### config.mk
export PLATFORM = sky130hd
export DESIGN_NAME = tone_div_detect
export DESIGN_NICKNAME = d
export VERILOG_FILES = /design/src/rtl/tone_div_detect.sv
export SDC_FILE = /design/constraint.sdc
export NUM_CORES = 1
export LEC_CHECK = 0
export CAP_MARGIN = 20
export CORE_MARGIN = 2
export CORE_UTILIZATION = 59
export DETAILED_ROUTE_END_ITERATION = 16
export PLACE_DENSITY_LB_ADDON = 0.2
export SETUP_SLACK_MARGIN = 0.2
export SLEW_MARGIN = 10
export SYNTH_ARGS = -nofsm -noshare
export SYNTH_HDL_FRONTEND = slang
export SYNTH_SLANG_ARGS = --single-unit
export TNS_END_PERCENT = 5
### constraint.sdc
create_clock -name clk -period 4 [get_ports clk]
set_input_delay 0.8 -clock clk [delete_from_list [all_inputs] [get_ports clk]]
set_output_delay 0.8 -clock clk [all_outputs]
set_load 0.01 [all_outputs]
### src/rtl/tone_div_detect.sv
// tone_div_detect: recovers the divider value of an incoming square-wave tone.
// The tone is synchronized and each edge (rising or falling) is timestamped
// against a saturating counter. The counter value at an edge is the measurement
// (half-period minus 1). A run of STABLE_N matching measurements locks div_out.
// TIMEOUT cycles without an edge declares silence and drops lock.
// Optional macro DIV_TOL_EN: measurements within TOL of the candidate count as
// matching. Without it, exact equality is required.
module tone_div_detect #(
  parameter int CNT_W    = 32,
  parameter int STABLE_N = 4,
  parameter int TIMEOUT  = 2_000_000,
  parameter int TOL      = 1
) (
  input  logic             clk,
  input  logic             rst,
  input  logic             tone_in,
  output logic [CNT_W-1:0] div_out,
  output logic             div_valid,
  output logic             div_update,
  output logic             silence
);

  typedef enum logic [1:0] {
    IDLE = 2'd0,
    MEAS = 2'd1,
    LOCK = 2'd2
  } state_t;

  localparam logic [CNT_W-1:0] TIMEOUT_C = CNT_W'(TIMEOUT);
  localparam logic [3:0]       STABLE_C  = 4'(STABLE_N);

  logic             sync1, sync2, prev;
  logic             tone_edge;
  logic             is_match;
  state_t           state, state_n;
  logic [CNT_W-1:0] cnt, cnt_n;
  logic [CNT_W-1:0] cand, cand_n;
  logic [3:0]       match_cnt, match_n;
  logic [CNT_W-1:0] div_out_n;
  logic             valid_n, update_n, silence_n;

  // Two-flop synchronizer plus a history flop for edge detection.
  // NOTE: sequential state uses non-blocking assignments so every flop samples
  // the pre-edge value of its source, independent of statement order.
  always_ff @(posedge clk or posedge rst) begin
    if (rst) begin
      sync1 <= 1'b0;
      sync2 <= 1'b0;
      prev  <= 1'b0;
    end else begin
      sync1 <= tone_in;
      sync2 <= sync1;
      prev  <= sync2;
    end
  end

  assign tone_edge = sync2 ^ prev;

`ifdef DIV_TOL_EN
  localparam logic [CNT_W-1:0] TOL_C = CNT_W'(TOL);
  logic [CNT_W-1:0] diff;

  // Absolute difference without wrap: larger minus smaller.
  always_comb begin
    diff = (cnt >= cand) ? (cnt - cand) : (cand - cnt);
  end

  assign is_match = (diff <= TOL_C);
`else
  // TOL has no effect in exact-match mode; this keeps it referenced.
  logic unused_tol;
  assign unused_tol = ^TOL;

  assign is_match = (cnt == cand);
`endif

  // Next-state and next-output logic for counter, candidate tracking and lock.
  // NOTE: every variable gets a default first so no path leaves one unassigned,
  // which would otherwise infer a latch.
  always_comb begin
    state_n   = state;
    cnt_n     = cnt;
    cand_n    = cand;
    match_n   = match_cnt;
    div_out_n = div_out;
    valid_n   = div_valid;
    update_n  = 1'b0;
    silence_n = silence;

    if (tone_edge) begin
      // An edge wins over a coincident timeout; cnt is the measurement.
      cnt_n = '0;
      case (state)
        IDLE: begin
          // First edge only marks the start of a period.
          state_n = MEAS;
        end
        MEAS: begin
          silence_n = 1'b0;
          if (match_cnt == 4'd0 || !is_match) begin
            cand_n  = cnt;
            match_n = 4'd1;
          end else if (match_cnt != STABLE_C) begin
            match_n = match_cnt + 4'd1;
          end
          if (match_n == STABLE_C) begin
            div_out_n = cand_n;
            valid_n   = 1'b1;
            update_n  = 1'b1;
            state_n   = LOCK;
          end
        end
        LOCK: begin
          silence_n = 1'b0;
          if (!is_match) begin
            valid_n = 1'b0;
            cand_n  = cnt;
            match_n = 4'd1;
            state_n = MEAS;
          end
        end
        default: begin
          state_n = IDLE;
        end
      endcase
    end else if (cnt == TIMEOUT_C) begin
      // No edge for TIMEOUT cycles: drop lock, keep the last div_out.
      silence_n = 1'b1;
      valid_n   = 1'b0;
      match_n   = 4'd0;
      state_n   = IDLE;
    end else begin
      cnt_n = cnt + 1'b1;
    end
  end

  // State and registered outputs.
  // NOTE: all of these are plain flops, so every one gets an async reset value;
  // silence starts high because no edge has been seen yet.
  always_ff @(posedge clk or posedge rst) begin
    if (rst) begin
      state      <= IDLE;
      cnt        <= '0;
      cand       <= '0;
      match_cnt  <= 4'd0;
      div_out    <= '0;
      div_valid  <= 1'b0;
      div_update <= 1'b0;
      silence    <= 1'b1;
    end else begin
      state      <= state_n;
      cnt        <= cnt_n;
      cand       <= cand_n;
      match_cnt  <= match_n;
      div_out    <= div_out_n;
      div_valid  <= valid_n;
      div_update <= update_n;
      silence    <= silence_n;
    end
  end

endmodule

==> impl_results.md, run 1 <==
- Pins Over Slew Limit: 0
- Initial core utilization: 0.5999
- GPL Wtd Cong: 0.8138
- P_leak: 2.953 nW
- Relative slew margins: 0.2765
- Power density cells: 375.2 nW/um^2
- Hold Crit Class: register to register
- Synth Area in Simple Gates: 0.1363
- Placed inst area: 5714 um^2
- Avg Synthesized Cell Area: ~12 um^2
- Status: finished clean
- Inserted Diodes: 0
- Worst Path Class, Setup: register to register
- Clk_lat worst skew: 0.36 ns
- GRT overflow: 0
- CP required: about 4.2 ns
- Power Total: 2.236 mW
- CTS root buffer: clkbuf_8
- Row count: 35
- CP Capture Type: register
- Sequential element share of the synthesized area: 0.4925
- Unrepaired setup endpoints after global routing: no
- Startpoint types: register
- Die Width: ~100 um
- CTS tree: yes
- Initial antenna violation count: 0
- Synth warn: 0
- Synth Area in XOR/XNOR: 0.1005
- Post-route cell area: 5959 um^2
- Drt first-iter violations: 147
- Total global-route track usage: 0.2171
- Least-Margin Pin Slew: 1.085 ns
- Maximum vdd drop: 0.1924 mV
- Routed wire per std cell: 17.44 um
- Crit path time final: 3.218 ns
- Die area: 10090 um^2
- Via count: 3367
- H-tree depth: 3
- First-pass GRT wire length: 17180 um
- Worst Setup SP: cnt[24]
- Mapped cell area: roughly 5500 um^2
- Residual DRC count: 0
- Endpoints failing setup: 0
- Nets: ~480
- Largest net degree at the start of global routing: 85
- CTS Hold Bufs: 0
- Async SR Flop Fraction: 1.000
- Routed Antenna Nets: 0
- Post-synthesis mux area share: 0.1586
- Post-synthesis compound-gate area fraction: 0.02735
- Worst-path clk slew: 0.10 ns
- Layout cell share with drive strength beyond 1: 0.1962
- Synth Instances: 461
- Initial DRT Pass Iterations: 5
- Die H: 100.5 um
- Fin crit share: 0.8045
- Slowest cell on the critical path: or3_2
- Arrival @ worst endpoint: 3.46 ns
- Num CTS Buffers: 9
- Multi-input gate area: 2420 um^2
- Post-synth top flop: dfrtp_1
- Fmax: 0.3107 GHz
- CP max FO: 33
- Synth-to-layout area growth: 8.546%
- Yosys reg bits: 108
- # fillers: 690
- Cells along the critical path: xor2_1 > nor4_2 > nand4_1 > or2_1 > or3_2 > mux2_4
- DP Wirelength: between 6000 and 7000 um
- Core area: 9153 um^2
- Top Ports: 38
- Final hold vios: 0
- Clk_skew: 0.008854 ns
- Vias in the first global route: 3367
- Avg Vias per Cell: approximately 5.7
- Reg2reg start: cnt[24]
- Maxcap violations: 0
- Post-synth EDFFs: 0
- Wirelength, routed: 10290 um
- Post-Synth Adder-Cell Area: 0.01595
- CTS sink cnt: about 110
- Largest buffer count on any clock path: 2
- Distinct cells, synth: 49
- Kind of cell adding the most delay to the critical path: simple AND/OR/NAND/NOR gates
- Hold Slack: 0.3682 ns
- Bufs and invs on worst path: 0
- Post_cts resized: 0
- Max incr delay on CP: 0.92 ns
- I/O Buffers: 37
- Net count after synthesis: 471
- Hold path startpoint: sync1
- FF+latch area: 2704 um^2
- Postcts setup bufs: 0
- Main combinational cell family by area after synthesis: multiplexers
- Total negative slack: 0 ns
registers in the layout (all words and copies together) (netlist names), 2 cells and up:
name	cells
cand	32
cnt	32
div_out	32
match_cnt	4
state	2
layout by cell type, fill, tap and decap left out, types with 6 or more instances in the layout:
| cell type | netlist | routed |
|---|---|---|
| o21ai_0 | 6 | 6 |
| nand3_1 | 20 | 20 |
| mux2_4 | 29 | 29 |
| clkdlybuf4s50_1 | 0 | 37 |
| dfrtp_1 | 107 | 107 |
| nand2_1 | 17 | 17 |
| nor3_1 | 8 | 8 |
| nand4_1 | 10 | 10 |
| clkbuf_8 | 0 | 10 |
| inv_1 | 11 | 10 |
| nor2_1 | 40 | 40 |
| mux2_2 | 31 | 31 |
| xor2_1 | 53 | 52 |
| ha_1 | 7 | 7 |
| xnor2_1 | 10 | 10 |
| nor4_1 | 13 | 13 |
cells by family (layout without fill, tap and decap cells):
kind of cell	after synthesis	count (layout)
AO/OA/AOI/OAI	23	23
XOR/XNOR	63	63
adder cells (fa/ha/maj)	7	7
buffers and inverters	52	70
flip-flops	108	108
multiplexers	68	68
AND/OR/NAND/NOR	140	140
synth_stat cells (2+ instances only):
cell      count  area (um^2)
o21ai_0       6        30.03
mux2_2       31        349.1
o22ai_1       3        18.77
nor2_1       40        150.1
ha_1          7        87.58
and4_1        3        26.28
buf_4         4        30.03
nor4b_1       5        43.79
buf_6        14        157.7
inv_1        11        41.29
buf_2        11        55.05
or2_2         2        12.51
nand3_1      20        100.1
xor2_1       53        464.2
mux2i_1       3        30.03
nor3_1        8        40.04
xnor2_1      10        87.58
mux2_1        5        56.30
buf_1         2        7.510
buf_12        3        60.06
a21oi_1       5        25.02
nor4_1       13        81.33
clkbuf_1      7        26.28
mux2_4       29        435.4
and3_1        4        25.02
nor4_2        3        37.54
nor2b_1       2        12.51
or3_1         4        25.02
nand2_1      17        63.81
dfrtp_1     107         2678
and2_1        2        12.51
nand4_1      10        62.56
through the flow:
| stage | util | worst slack [ns] | instances |
|---|---|---|---|
| finish | 0.6511 | 0.7818 | 590 |
| detailed placement | 0.6243 | 0.7535 | 573 |
| global placement | 0.6243 | 0.8046 | 573 |
| floorplan | - | 0.3561 | 461 |
| CTS | 0.6489 | 0.7264 | 589 |
| global route | 0.6511 | 0.5777 | 590 |
layout make-up:
cell class / count / area share
Multi-Input combinational cell: 301 / 0.4060
Clock inverter: 5 / 0.01407
Sequential cell: 108 / 0.4537
Tap cell: 111 / 0.02330
Timing Repair Buffer: 43 / 0.07180
Inverter: 11 / 0.007348
Clock buffer: 11 / 0.02372
worst paths after layout:
check / to / slack, ns / depth (start not counted)
setup / recovery: div_out[10] / 0.78 / 6
max in group asynchronous: silence / 2.27 / 4
hold reg to reg: sync2 / 0.37 / 0
min in group asynchronous: div_out[14] / 0.82 / 2
hold / removal: sync2 / 0.37 / 0
setup reg to reg: div_out[10] / 0.78 / 6
where the power goes:
part           internal (mW)  switching, mW
registers               1.12         0.0396
logic                  0.130          0.201
clock network          0.373          0.370
layer usage:
| metal | share of wire | global-route usage | wire length (um) | vias to the layer above |
|---|---|---|---|---|
| met4 | 0.011 | 0.06428 | 112 | 0 |
| met3 | 0.032 | 0.03329 | 325 | 9 |
| li1 | - | - | - | 1600 |
| met2 | 0.48 | 0.3536 | 4977 | 65 |
| met5 | 0 | 0 | 0 | - |
| met1 | 0.47 | 0.3040 | 4876 | 1693 |
Note: power is estimated with default switching activity, not from simulation.
==> inputs of run 2 (changes only) <==
--- a/config.mk
+++ b/config.mk
@@ -7,7 +7,7 @@
 export LEC_CHECK = 0
 export CAP_MARGIN = 20
 export CORE_MARGIN = 2
-export CORE_UTILIZATION = 59
+export CORE_UTILIZATION = 53
 export DETAILED_ROUTE_END_ITERATION = 16
 export PLACE_DENSITY_LB_ADDON = 0.2
 export SETUP_SLACK_MARGIN = 0.2
==> constraint.sdc (replaced) <==
create_clock -name clk -period 2.8 [get_ports clk]
set_input_delay 0.56 -clock clk [delete_from_list [all_inputs] [get_ports clk]]
set_output_delay 0.56 -clock clk [all_outputs]
set_load 0.01 [all_outputs]
==> impl_results.md, run 2 (same netlist as run 1, synthesis figures left out) <==
- Hold path startpoint: sync1
- Unrepaired setup endpoints after global routing: yes
- DP Wirelength: 8009 um
- Fmax: 0.3885 GHz
- Multi-input gate area: 2436 um^2
- Relative slew margins: 0.4886
- CP max FO: 14
- Hold Crit Class: register to register
- Hold Slack: 0.3682 ns
- Initial antenna violation count: 0
- Least-Margin Pin Slew: 0.7612 ns
- Endpoints failing setup: 0
- GPL Wtd Cong: 0.8714
- GRT overflow: 0
- CTS tree: yes
- P_int: 2.319 mW
- Initial core utilization: 0.5391
- Wirelength, routed: 11500 um
- Row count: 37
- Maximum vdd drop: between 0.2 and 0.3 mV
- CTS sink cnt: between 100 and 150
- Worst Path Class, Setup: register to register
- Avg Vias per Cell: between 5 and 6
- Die Width: roughly 110 um
- Psw: 0.8889 mW
- Combinational cell fraction of total power: 0.167
- Largest buffer count on any clock path: 2
- Core area: between 10000 and 15000 um^2
- Sw frac: 0.2771
- Clock power frac: 0.317
- Total global-route track usage: 0.2188
- Drt first-iter violations: 184
- Post-route cell area: roughly 6300 um^2
- Worst Setup SP: cand[6]
- Routed wire per std cell: 17.63 um
- FF+latch area: around 2700 um^2
- Crit path time final: 2.574 ns
- Final hold vios: 0
- Residual DRC count: 0
- Inserted Diodes: 0
- Top Registers: cand: 32 flops, cnt: 32 flops, div_out: 32 flops
- Sequential share of power: 0.515
- Most frequent cells in the layout: dfrtp_1 (106), xor2_1 (52), nor2_1 (40), buf_4 (40), clkdlybuf4s50_1 (37)
- # fillers: 819
- Finished Layout Cells: 652
- Startpoint types: register
- Largest net degree at the start of global routing: 42
- Initial DRT Pass Iterations: 4
- Layout cell share with drive strength beyond 1: 0.2597
- Reg2reg start: cand[6]
- Vias in the first global route: 3704
- Arrival @ worst endpoint: 2.83 ns
- Die H: about 110 um
- Num CTS Buffers: 9
- Maxcap violations: 0
- CTS root buffer: clkbuf_8
- Fin crit share: 0.9193
- Die area: 11190 um^2
- Pins Over Slew Limit: 0
- CP Capture Type: register
- Routed Antenna Nets: 0
- Clk_lat worst skew: 0.37 ns
- I/O Buffers: 37
- Power density cells: a little over 500 nW/um^2
- Total negative slack: 0 ns
- Placed inst area: 6090 um^2
- Clk_skew: about 0.013 ns
- H-tree depth: 3
- CP required: 3.05 ns
- Nets: 523
- First-pass GRT wire length: between 15000 and 20000 um
- Via count: ~3600
- P_leak: 3.190 nW
- Placed Cells incl. Taps: about 640
- Status: finished clean
- Worst-path clk slew: 0.09 ns
- Synth-to-layout area growth: 15.20%
- CTS Hold Bufs: 0
- Commonest non-fill, non-tap cell in the layout: dfrtp_1
- Top Ports: 38
run 2: cell types whose count changed in the layout (fill, tap and decap cells not counted), sizes merged:
cell      change
clkinvlp      -1
inv           -2
clkinv        +3
buf          +39
clkbuf        -2
run 2: repair_timing:
item,in CTS,in global routing
endpoints found under the hold margin,0,0
pin swaps,1,2
endpoints found under the setup margin,48,56
gates resized for setup,2,4
buffers inserted,0,1
run 2: layout make-up:
type	instances	share of cell area
timing repair buffer	82	0.1211
inverter	11	0.007122
multi-input combinational	301	0.3852
tap	136	0.02690
clock inverter	5	0.01246
clock buffer	9	0.01958
sequential	108	0.4277
run 2: worst paths after layout:
kind	to	slack [ns]	cells after the start
min reg2reg	sync2	0.37	0
max reg2reg	cand[6]	0.23	8
max	cand[6]	0.23	8
min	sync2	0.37	0
max in group asynchronous	div_out[4]	1.58	3
min in group asynchronous	div_out[12]	0.55	2
run 2: power by group through the flow:
| stage | registers [mW] | clock network (mW) | logic, mW |
|---|---|---|---|
| finish | 1.65 | 1.02 | 0.536 |
| global route | 1.66 | 1.11 | 0.577 |
| CTS | 1.65 | 1.03 | 0.528 |
| detailed placement | 1.68 | 0 | 0.525 |
| global placement | 1.68 | 0 | 0.510 |
| floorplan | 1.67 | 0 | 0.390 |
run 2: layer usage:
| metal | vias up | GRT usage | wire length [um] |
|---|---|---|---|
| met5 | - | 0 | 0 |
| met4 | 0 | 0.07331 | 184 |
| met3 | 15 | 0.03834 | 392 |
| met2 | 85 | 0.3544 | 5478 |
| met1 | 1817 | 0.2995 | 5441 |
| li1 | 1670 | - | - |
run 2: critical path, cell delays in order, from the launching register on:
cell and delay [ns]:
dfrtp_1 0.40, xor2_1 0.18, nor4_2 0.37, nand4_1 0.20, buf_4 0.19, o31a_2 0.37, nor2b_2 0.19, buf_4 0.22
mux2_1 0.33
run 2: metrics by stage:
stage          power [mW]  utilization  worst slack (ns)
3_3_place_gp        2.190       0.5979            0.2345
2_1_floorplan       2.060            -            0.4401
6_report            3.208       0.6210            0.2259
3_5_place_dp        2.210       0.5979            0.1486
4_1_cts             3.214       0.6188            0.2202
5_1_grt             3.346       0.6210            0.1495
